$ cat src/rtl/mult16_seq.sv
// Purpose : iterative 16x16 shift-and-add multiplier built around a 16-bit carry-lookahead adder.
// Latency : product on the 17th edge after the accept edge (18th for a negative signed result).
// Backpr. : no queueing; start is sampled only in IDLE, the pipeline stalls on busy.
//
// Ports:
//   clk    rising-edge clock
//   rst_n  asynchronous active-low reset; aborts any operation in flight
//   start  operation request, sampled only in IDLE
//   a, b   multiplicand / multiplier, captured on the accept edge
//   busy   high while the datapath iterates (RUN, NEG)
//   done   one-cycle pulse; prod is valid in this cycle
//   prod   32-bit product, held until the next result overwrites it
//
// Build option: define MULT_SIGNED_EN for two's-complement operands
// (magnitudes are multiplied and an extra NEG cycle negates the result).

module cla16 (
  input  logic [15:0] a,
  input  logic [15:0] b,
  input  logic        cin,
  output logic [15:0] sum,
  output logic        cout
);

  // Carries into bits 1..4 of a 4-bit group, fully expanded.
  function automatic logic [3:0] grp_carry(input logic [3:0] g, input logic [3:0] p,
                                           input logic ci);
    logic [3:0] c;
    c[0] = g[0] | (p[0] & ci);
    c[1] = g[1] | (p[1] & g[0]) | (p[1] & p[0] & ci);
    c[2] = g[2] | (p[2] & g[1]) | (p[2] & p[1] & g[0]) | (p[2] & p[1] & p[0] & ci);
    c[3] = g[3] | (p[3] & g[2]) | (p[3] & p[2] & g[1]) | (p[3] & p[2] & p[1] & g[0]) |
           (p[3] & p[2] & p[1] & p[0] & ci);
    return c;
  endfunction

  logic [15:0] g;
  logic [15:0] p;
  logic [3:0]  gg;
  logic [3:0]  gp;
  logic [4:0]  gc;
  logic [15:0] cin_bit;
  logic [3:0]  c0;
  logic [3:0]  c1;
  logic [3:0]  c2;
  logic [3:0]  c3;

  assign g = a & b;
  assign p = a ^ b;

  // Group generate / propagate.
  always_comb begin
    gg = '0;
    gp = '0;
    for (int k = 0; k < 4; k++) begin
      gg[k] = g[4*k+3] | (p[4*k+3] & g[4*k+2]) | (p[4*k+3] & p[4*k+2] & g[4*k+1]) |
              (p[4*k+3] & p[4*k+2] & p[4*k+1] & g[4*k]);
      gp[k] = &p[4*k +: 4];
    end
  end

  // Second-level lookahead: group carries without rippling through groups.
  assign gc[0] = cin;
  assign gc[1] = gg[0] | (gp[0] & cin);
  assign gc[2] = gg[1] | (gp[1] & gg[0]) | (gp[1] & gp[0] & cin);
  assign gc[3] = gg[2] | (gp[2] & gg[1]) | (gp[2] & gp[1] & gg[0]) |
                 (gp[2] & gp[1] & gp[0] & cin);
  assign gc[4] = gg[3] | (gp[3] & gg[2]) | (gp[3] & gp[2] & gg[1]) |
                 (gp[3] & gp[2] & gp[1] & gg[0]) | (gp[3] & gp[2] & gp[1] & gp[0] & cin);

  assign c0 = grp_carry(g[3:0],   p[3:0],   gc[0]);
  assign c1 = grp_carry(g[7:4],   p[7:4],   gc[1]);
  assign c2 = grp_carry(g[11:8],  p[11:8],  gc[2]);
  assign c3 = grp_carry(g[15:12], p[15:12], gc[3]);

  assign cin_bit = {c3[2:0], gc[3], c2[2:0], gc[2], c1[2:0], gc[1], c0[2:0], gc[0]};
  assign sum     = p ^ cin_bit;
  assign cout    = gc[4];

endmodule

module mult16_seq #(
  parameter int N_BITS = 16  // must stay 16: the datapath is tied to cla16
) (
  input  logic                  clk,
  input  logic                  rst_n,
  input  logic                  start,
  input  logic [N_BITS-1:0]     a,
  input  logic [N_BITS-1:0]     b,
  output logic                  busy,
  output logic                  done,
  output logic [2*N_BITS-1:0]   prod
);

`ifdef MULT_SIGNED_EN
  typedef enum logic [1:0] {IDLE = 2'd0, RUN = 2'd1, NEG = 2'd2, DONE = 2'd3} state_t;
`else
  typedef enum logic [1:0] {IDLE = 2'd0, RUN = 2'd1, DONE = 2'd3} state_t;
`endif

  state_t      state;
  state_t      state_nxt;
  logic [15:0] mcand;
  logic [31:0] acc;        // {acc_hi, acc_lo}
  logic [4:0]  count;
  logic [15:0] a_mag;
  logic [15:0] b_mag;
  logic [15:0] add_b;
  logic [15:0] add_sum;
  logic        add_cout;
  logic [31:0] acc_step;
  logic        run_last;

`ifdef MULT_SIGNED_EN
  logic        neg;
  // |-32768| wraps back to 16'h8000, which is correct when read as unsigned.
  assign a_mag = a[15] ? (~a + 16'd1) : a;
  assign b_mag = b[15] ? (~b + 16'd1) : b;
`else
  assign a_mag = a;
  assign b_mag = b;
`endif

  // Partial-product accumulate: add mcand into the high half when the
  // current multiplier bit is set, then shift the 33-bit {cout,sum,lo} right.
  assign add_b = acc[0] ? mcand : 16'h0;

  cla16 u_add (
    .a    (acc[31:16]),
    .b    (add_b),
    .cin  (1'b0),
    .sum  (add_sum),
    .cout (add_cout)
  );

  assign acc_step = {add_cout, add_sum, acc[15:1]};

  // Counts 0..15 are accumulate cycles; count 16 is the hand-off cycle
  // in which the finished accumulator is copied to prod.
  assign run_last = count[4];

  always_comb begin
    state_nxt = state;
    busy      = 1'b0;
    done      = 1'b0;
    case (state)
      IDLE: if (start) state_nxt = RUN;
      RUN: begin
        busy = 1'b1;
        if (run_last) begin
`ifdef MULT_SIGNED_EN
          state_nxt = neg ? NEG : DONE;
`else
          state_nxt = DONE;
`endif
        end
      end
`ifdef MULT_SIGNED_EN
      NEG: begin
        busy      = 1'b1;
        state_nxt = DONE;
      end
`endif
      DONE: begin
        done      = 1'b1;
        state_nxt = IDLE;
      end
      default: state_nxt = IDLE;
    endcase
  end

  always_ff @(posedge clk or negedge rst_n) begin
    if (!rst_n) begin
      state <= IDLE;
    end else begin
      state <= state_nxt;
    end
  end

  always_ff @(posedge clk or negedge rst_n) begin
    if (!rst_n) begin
      mcand <= 16'h0;
      acc   <= 32'h0;
      count <= 5'd0;
      prod  <= 32'h0;
`ifdef MULT_SIGNED_EN
      neg   <= 1'b0;
`endif
    end else begin
      case (state)
        IDLE: begin
          if (start) begin
            mcand <= a_mag;
            acc   <= {16'h0, b_mag};
            count <= 5'd0;
`ifdef MULT_SIGNED_EN
            neg   <= a[15] ^ b[15];
`endif
          end
        end
        RUN: begin
          if (!run_last) begin
            acc   <= acc_step;
            count <= count + 5'd1;
          end else begin
`ifdef MULT_SIGNED_EN
            if (!neg) prod <= acc;
`else
            prod <= acc;
`endif
          end
        end
`ifdef MULT_SIGNED_EN
        NEG: prod <= ~acc + 32'd1;
`endif
        default: ;
      endcase
    end
  end

endmodule
$ cat config.mk
export PLATFORM = sky130hd
export DESIGN_NAME = mult16_seq
export DESIGN_NICKNAME = d
export VERILOG_FILES = /design/src/rtl/mult16_seq.sv
export SDC_FILE = /design/constraint.sdc
export NUM_CORES = 1
export LEC_CHECK = 0
export BUFFER_PORTS_ARGS = -buffer_cell sky130_fd_sc_hd__buf_2
export CAP_MARGIN = 20
export CORE_UTILIZATION = 56
export DETAILED_ROUTE_END_ITERATION = 6
export PLACE_DENSITY = 0.81
export SYNTH_ARGS = -nofsm -noshare
export SYNTH_HDL_FRONTEND = slang
export SYNTH_SLANG_ARGS = --single-unit
$ cat constraint.sdc
create_clock -name clk -period 3.3 [get_ports clk]
set_input_delay 0.165 -clock clk [delete_from_list [all_inputs] [get_ports clk]]
set_output_delay 0.165 -clock clk [all_outputs]
set_load 0.05 [all_outputs]
* Yosys cells after proc, flatten, opt, wreduce, memory -nomap -nowiden
Cells that the tools add are included.
Operators by class: add/subtract/negate cells 1, equality and inequality tests 5, muxes and demuxes 12, bitwise logic cells 102, reductions and logical operators 10
Operators with widths (count):
- 32-bit two-way mux | 2
- 32-bit one-hot mux with 2 select lines | 1
- 1-bit bitwise AND | 60
- 1-bit bitwise OR | 39
- 16-bit bitwise XOR | 2
- 16-bit bitwise AND | 1
- 16-bit two-way mux | 1
- 4-bit AND reduction | 3
- 5-bit two-way mux | 2
- 5-bit one-hot mux with 2 select lines | 1
- 2-bit AND reduction | 4
- 2-bit != test (second input constant) | 3
- 5-bit by 1-bit adder with 5-bit output (second input constant) | 1
- 2-bit two-way mux | 2
- 2-bit one-hot mux with 2 select lines | 1
- 3-bit AND reduction | 1
- 2-bit by 1-bit equality test with 1-bit output (second input constant) | 1
- 2-bit equality test (second input constant) | 1
- 2-bit logical NOT | 1
- 1-bit two-way mux | 2
- 2-bit nonzero test | 1
Storage, ports and cells: register bits 87, bits of input ports 35, output and inout bits 34, word-level logic and storage cells 136

* Depth between registers and ports, before layout
depth in word-level cells 14, gate-level depth with buffers 11, gate-level depth less buffers 10

* Modules after synthesis
Synthesis repeated with hierarchy kept, for this count alone.
Second synthesis, totals: cell total of the unflattened synthesis 358, area, all modules 4371.7 um^2
Modules (own cells, without submodules):
- mult16_seq | times used 1, cells each 258, area each 3545.9 um^2, seq. area each 2177.1 um^2
- cla16 | times used 1, cells each 100, area each 825.8 um^2, seq. area each 0.0 um^2

* Worst setup path after synthesis
No wires, ideal clock.
kind flip-flop to flip-flop, start point reg acc[0], end point reg acc[28], library setup time 0.095 ns, arrival 2.512 ns, required time 3.205 ns, path slack 0.693 ns, stages on the path, launching flop included 11, buffers on the path 0, clock period less this slack 2.607 ns, path through dfrtp_1 > and2_1 > ha_1 > a41o_1 > nor3b_4 > nor3_1 > o21bai_1 > o21a_1 > fa_1 > xnor2_1 > o31ai_1
Between the ends: word-level cells in the longest chain between the ends 14, elaborated cells between the ends (all ways) 39, those cells by class mux: 3; bitwise: 34; reduce/logical: 2
Ends and longest elaborated chain:
- start, declared | RTL line 104 | logic [31:0] acc;
- start signal, assigned | RTL line 194 | acc <= {16'h0, b_mag};
- start signal, assigned | RTL line 203 | acc <= acc_step;
- 16-bit two-way mux (*) | RTL line 126 | assign add_b = acc[0] ? mcand : 16'h0;
- 16-bit bitwise XOR / 16-bit bitwise AND (equally long branches) | RTL line 49, 48
- 1-bit bitwise AND, on equally long branches | RTL line 56, 57
- 1-bit bitwise OR, or another cell as far along | RTL line 56 | gg[k] = g[4*k+3] | (p[4*k+3] & g[4*k+2]) | (p[4*k+3] & p[4*k+2] & g[4*k+1]) |
- 1-bit bitwise OR / 1-bit bitwise AND (equally long branches) | RTL line 56, 57
- 1-bit bitwise OR
- 1-bit bitwise AND | RTL line 66 | assign gc[3] = gg[2] | (gp[2] & gg[1]) | (gp[2] & gp[1] & gg[0]) |
- 1-bit bitwise OR (2 in a row) | RTL line 66
- 1-bit bitwise AND | RTL line 29 | c[0] = g[0] | (p[0] & ci);
- 1-bit bitwise OR | RTL line 29
- 16-bit bitwise XOR (*) | RTL line 77 | assign sum = p ^ cin_bit;
- 32-bit two-way mux (*) | RTL line 202 | if (!run_last) begin
- 32-bit one-hot mux with 2 select lines (*) | RTL line 190 | case (state)
Every way passes the cells marked *; elsewhere a longest branch is shown, timed or not. The select of a mux whose other input is x is not followed. A chain may end at the register's enable or synchronous reset.

* Worst setup path in the final report
Same ends and word-level chain as after synthesis.

==> flow_summary.toml <==
[synthesis]
syn_area_per_cell_um2 = 12.11
ys_warn_count = 0
synthCells = 345
netlist_area_mm2 = 0.004179
syn-num-nets = 401
ys_ff_latch = 87
async_flop_share = 1.000
synth_edf_count = 0
synth_cell_type_count = 42
synth-main-ff-cell = "dfrtp_1"
seq_area_frac_synth = 0.5210

[timing]
hold_viol = 0
worst_pin_slew_ps = 599.5
relSlewSlack = 0.5966
post-route-period-util = 0.9210
rsz0062_at_grt = "false"
clock.fmax_mhz = 329.0
maxSlewViolCount = 0
fin_skew_ps = 9.836
worst_slack_ps = 260.6
period_minus_slack_ps = 3039
report.final.setup_viol = 0
finalSetupTns_ps = 0

[floorplan]
chipHeight_um = 88.39
fp-row-count = 31
pin_count = 69
start_util = 0.5793
die_width_um = 88.39
core_mm2 = 0.007214
design.die.area_mm2 = 0.007812

[routing]
first_iter_violations = 130
route.detailed.drc = 0
vias = 2833
drtPass1Iterations = 4
vias_per_cell = 5.438
avgRoutedWirePerCell_um = 15.42
wl_um = 8034
ant_nets = 0

[placed_design]
dp_hpwl_um = 5673
io_buffers = 68
dpl_worst_slack_ps = 281.0
gp_congestion = 0.8066
dpl_cell_area_mm2 = 0.004631

[worst_setup_path]
start_kind = "flop"
startpoint = "acc[0]"
cp-end-kind = "flop"
critical_path_buf_inv_count = 0
critPathMaxStageDelay_ps = 690
critPathKind = "reg2reg"
worst_ep_arrival_time_ps = 3290
path_depth = 10
reg2reg_depth = 10
crit_path_cell_trace = "and2_1, ha_1, a41o_1, nor3b_4, nor3_1, o21bai_1, o21a_1, fa_1, xnor2_1, o31ai_1"
crit_slowest_cell = "dfrtp_1"
cp.required_ps = 3560
reg2reg_from = "acc[0]"
worstPathMaxFanout = 18
path_delay_family = "compound AO/OA/AOI/OAI gates"

[clock_network]
clockRootBuffer = "clkbuf_8"
cts_tree = "built"
clk_latency_ps = 350
htreeDepth = 3
clock_sinks = 87
postCtsResizedCells = 0
cts_buffers = 9
cts_buffer_depth = 2
clkSlewWorstSetupHoldPaths_ps = 80

[job]
cap_viol_max_count = 0

[global_route]
grt_pass1_vias = 2943
grt_util_all_layers = 0.2313
grt_pass1_wl_um = 13570
grt_start_max_net_pins = 88
antenna_found_initial = 0
grt_overflow = 0

[cells_and_area]
finish.instance_area_mm2 = 0.004880
syn2layout_area_growth_pct = 16.77
diodes = 0
drive_above_1_share = 0.3483
nets = 474

[hold_path]
hold_class = "in2reg"
hold_depth = 2
holdCritStartpoint = "a[7]"

[run_status]
status = "complete, no violations"
[layout make-up]
class | count | area (um^2)
Timing Repair Buffer | 75 | 417.9
Sequential cell | 87 | 2177
Multi-Input combinational cell | 235 | 1909
Tap cell | 99 | 123.9
Clock buffer | 10 | 127.6
Fill cell | 574 | 2335
Clock inverter | 5 | 83.83
Inverter | 10 | 40.04
[worst paths after layout]
path	to	slack [ps]
worst max-delay path	acc[28]	260
worst min-delay path	mcand[7]	40
worst max register to register	acc[28]	260
worst min register to register	state[0]	480
max in group asynchronous	acc[29]	2460
min in group asynchronous	acc[4]	220
[timing repair]
| item | CTS | global route |
|---|---|---|
| hold buffers | 0 | 1 |
| hold endpoints to repair | 0 | 15 |
| buffers inserted | 0 | 0 |
[through the flow]
step	utilization	hold slack [ps]	cells
4_1_cts	0.6712	22.36	519
5_1_grt	0.6764	33.88	521
3_5_place_dp	0.6419	400.4	504
6_report	0.6764	40.58	521
3_3_place_gp	0.6419	397.1	504
2_1_floorplan	-	-130.6	345
[logic make-up after synthesis]
family          synth area share
compound gates           0.09731
simple gates              0.1033
buf+inv                  0.02455
flops                     0.5210
xor+xnor                 0.01886
fa+ha+maj                0.07006
mux                       0.1650
[Yosys cell counts (4+ instances only)]
cell type,n,share of area
a21oi_1,5,0.0060
fa_1,4,0.019
xnor2_1,6,0.013
dfrtp_1,87,0.52
a22o_1,5,0.010
and2_1,18,0.027
o21ai_0,29,0.035
nand2_1,35,0.031
mux2_2,47,0.13
ha_1,17,0.051
nor2_1,9,0.0081
mux2i_1,16,0.038
buf_2,11,0.013
inv_1,9,0.0081
o31ai_1,4,0.0072
nor3_1,4,0.0048
[state kept, by name, indices dropped and copies added, names as in the netlist]
signal and count:
acc 32, count 5, mcand 16, prod 32
state 2
[layer usage]
layer / GRT usage / up-vias / routed length, um
li1: - / 1355 / -
met3: 0.03545 / 10 / 356
met4: 0.1012 / 0 / 113
met1: 0.2915 / 1397 / 3591
met5: 0 / - / 0
met2: 0.3972 / 71 / 3972
[cells in the final DEF (no fill, tap or decap), drive strengths merged, types with 2 or more instances in the layout]
master     n
inv       10
xor2       3
a22o       5
a21oi      5
ha        17
xnor2      6
and2      18
mux2i     16
clkinvlp   2
clkbuf    10
nor3b      2
fa         4
a21o       2
nand2b     3
o21a       2
buf       74
o21ai     31
dfrtp     87
nand2     36
o31ai      7
and2b      2
mux2      47
nor3       4
bufinv     2
nor2      12
Power is left out: the tool's default activity adds up to more than one toggle a clock period on the data nets, which glitch-free logic cannot reach.
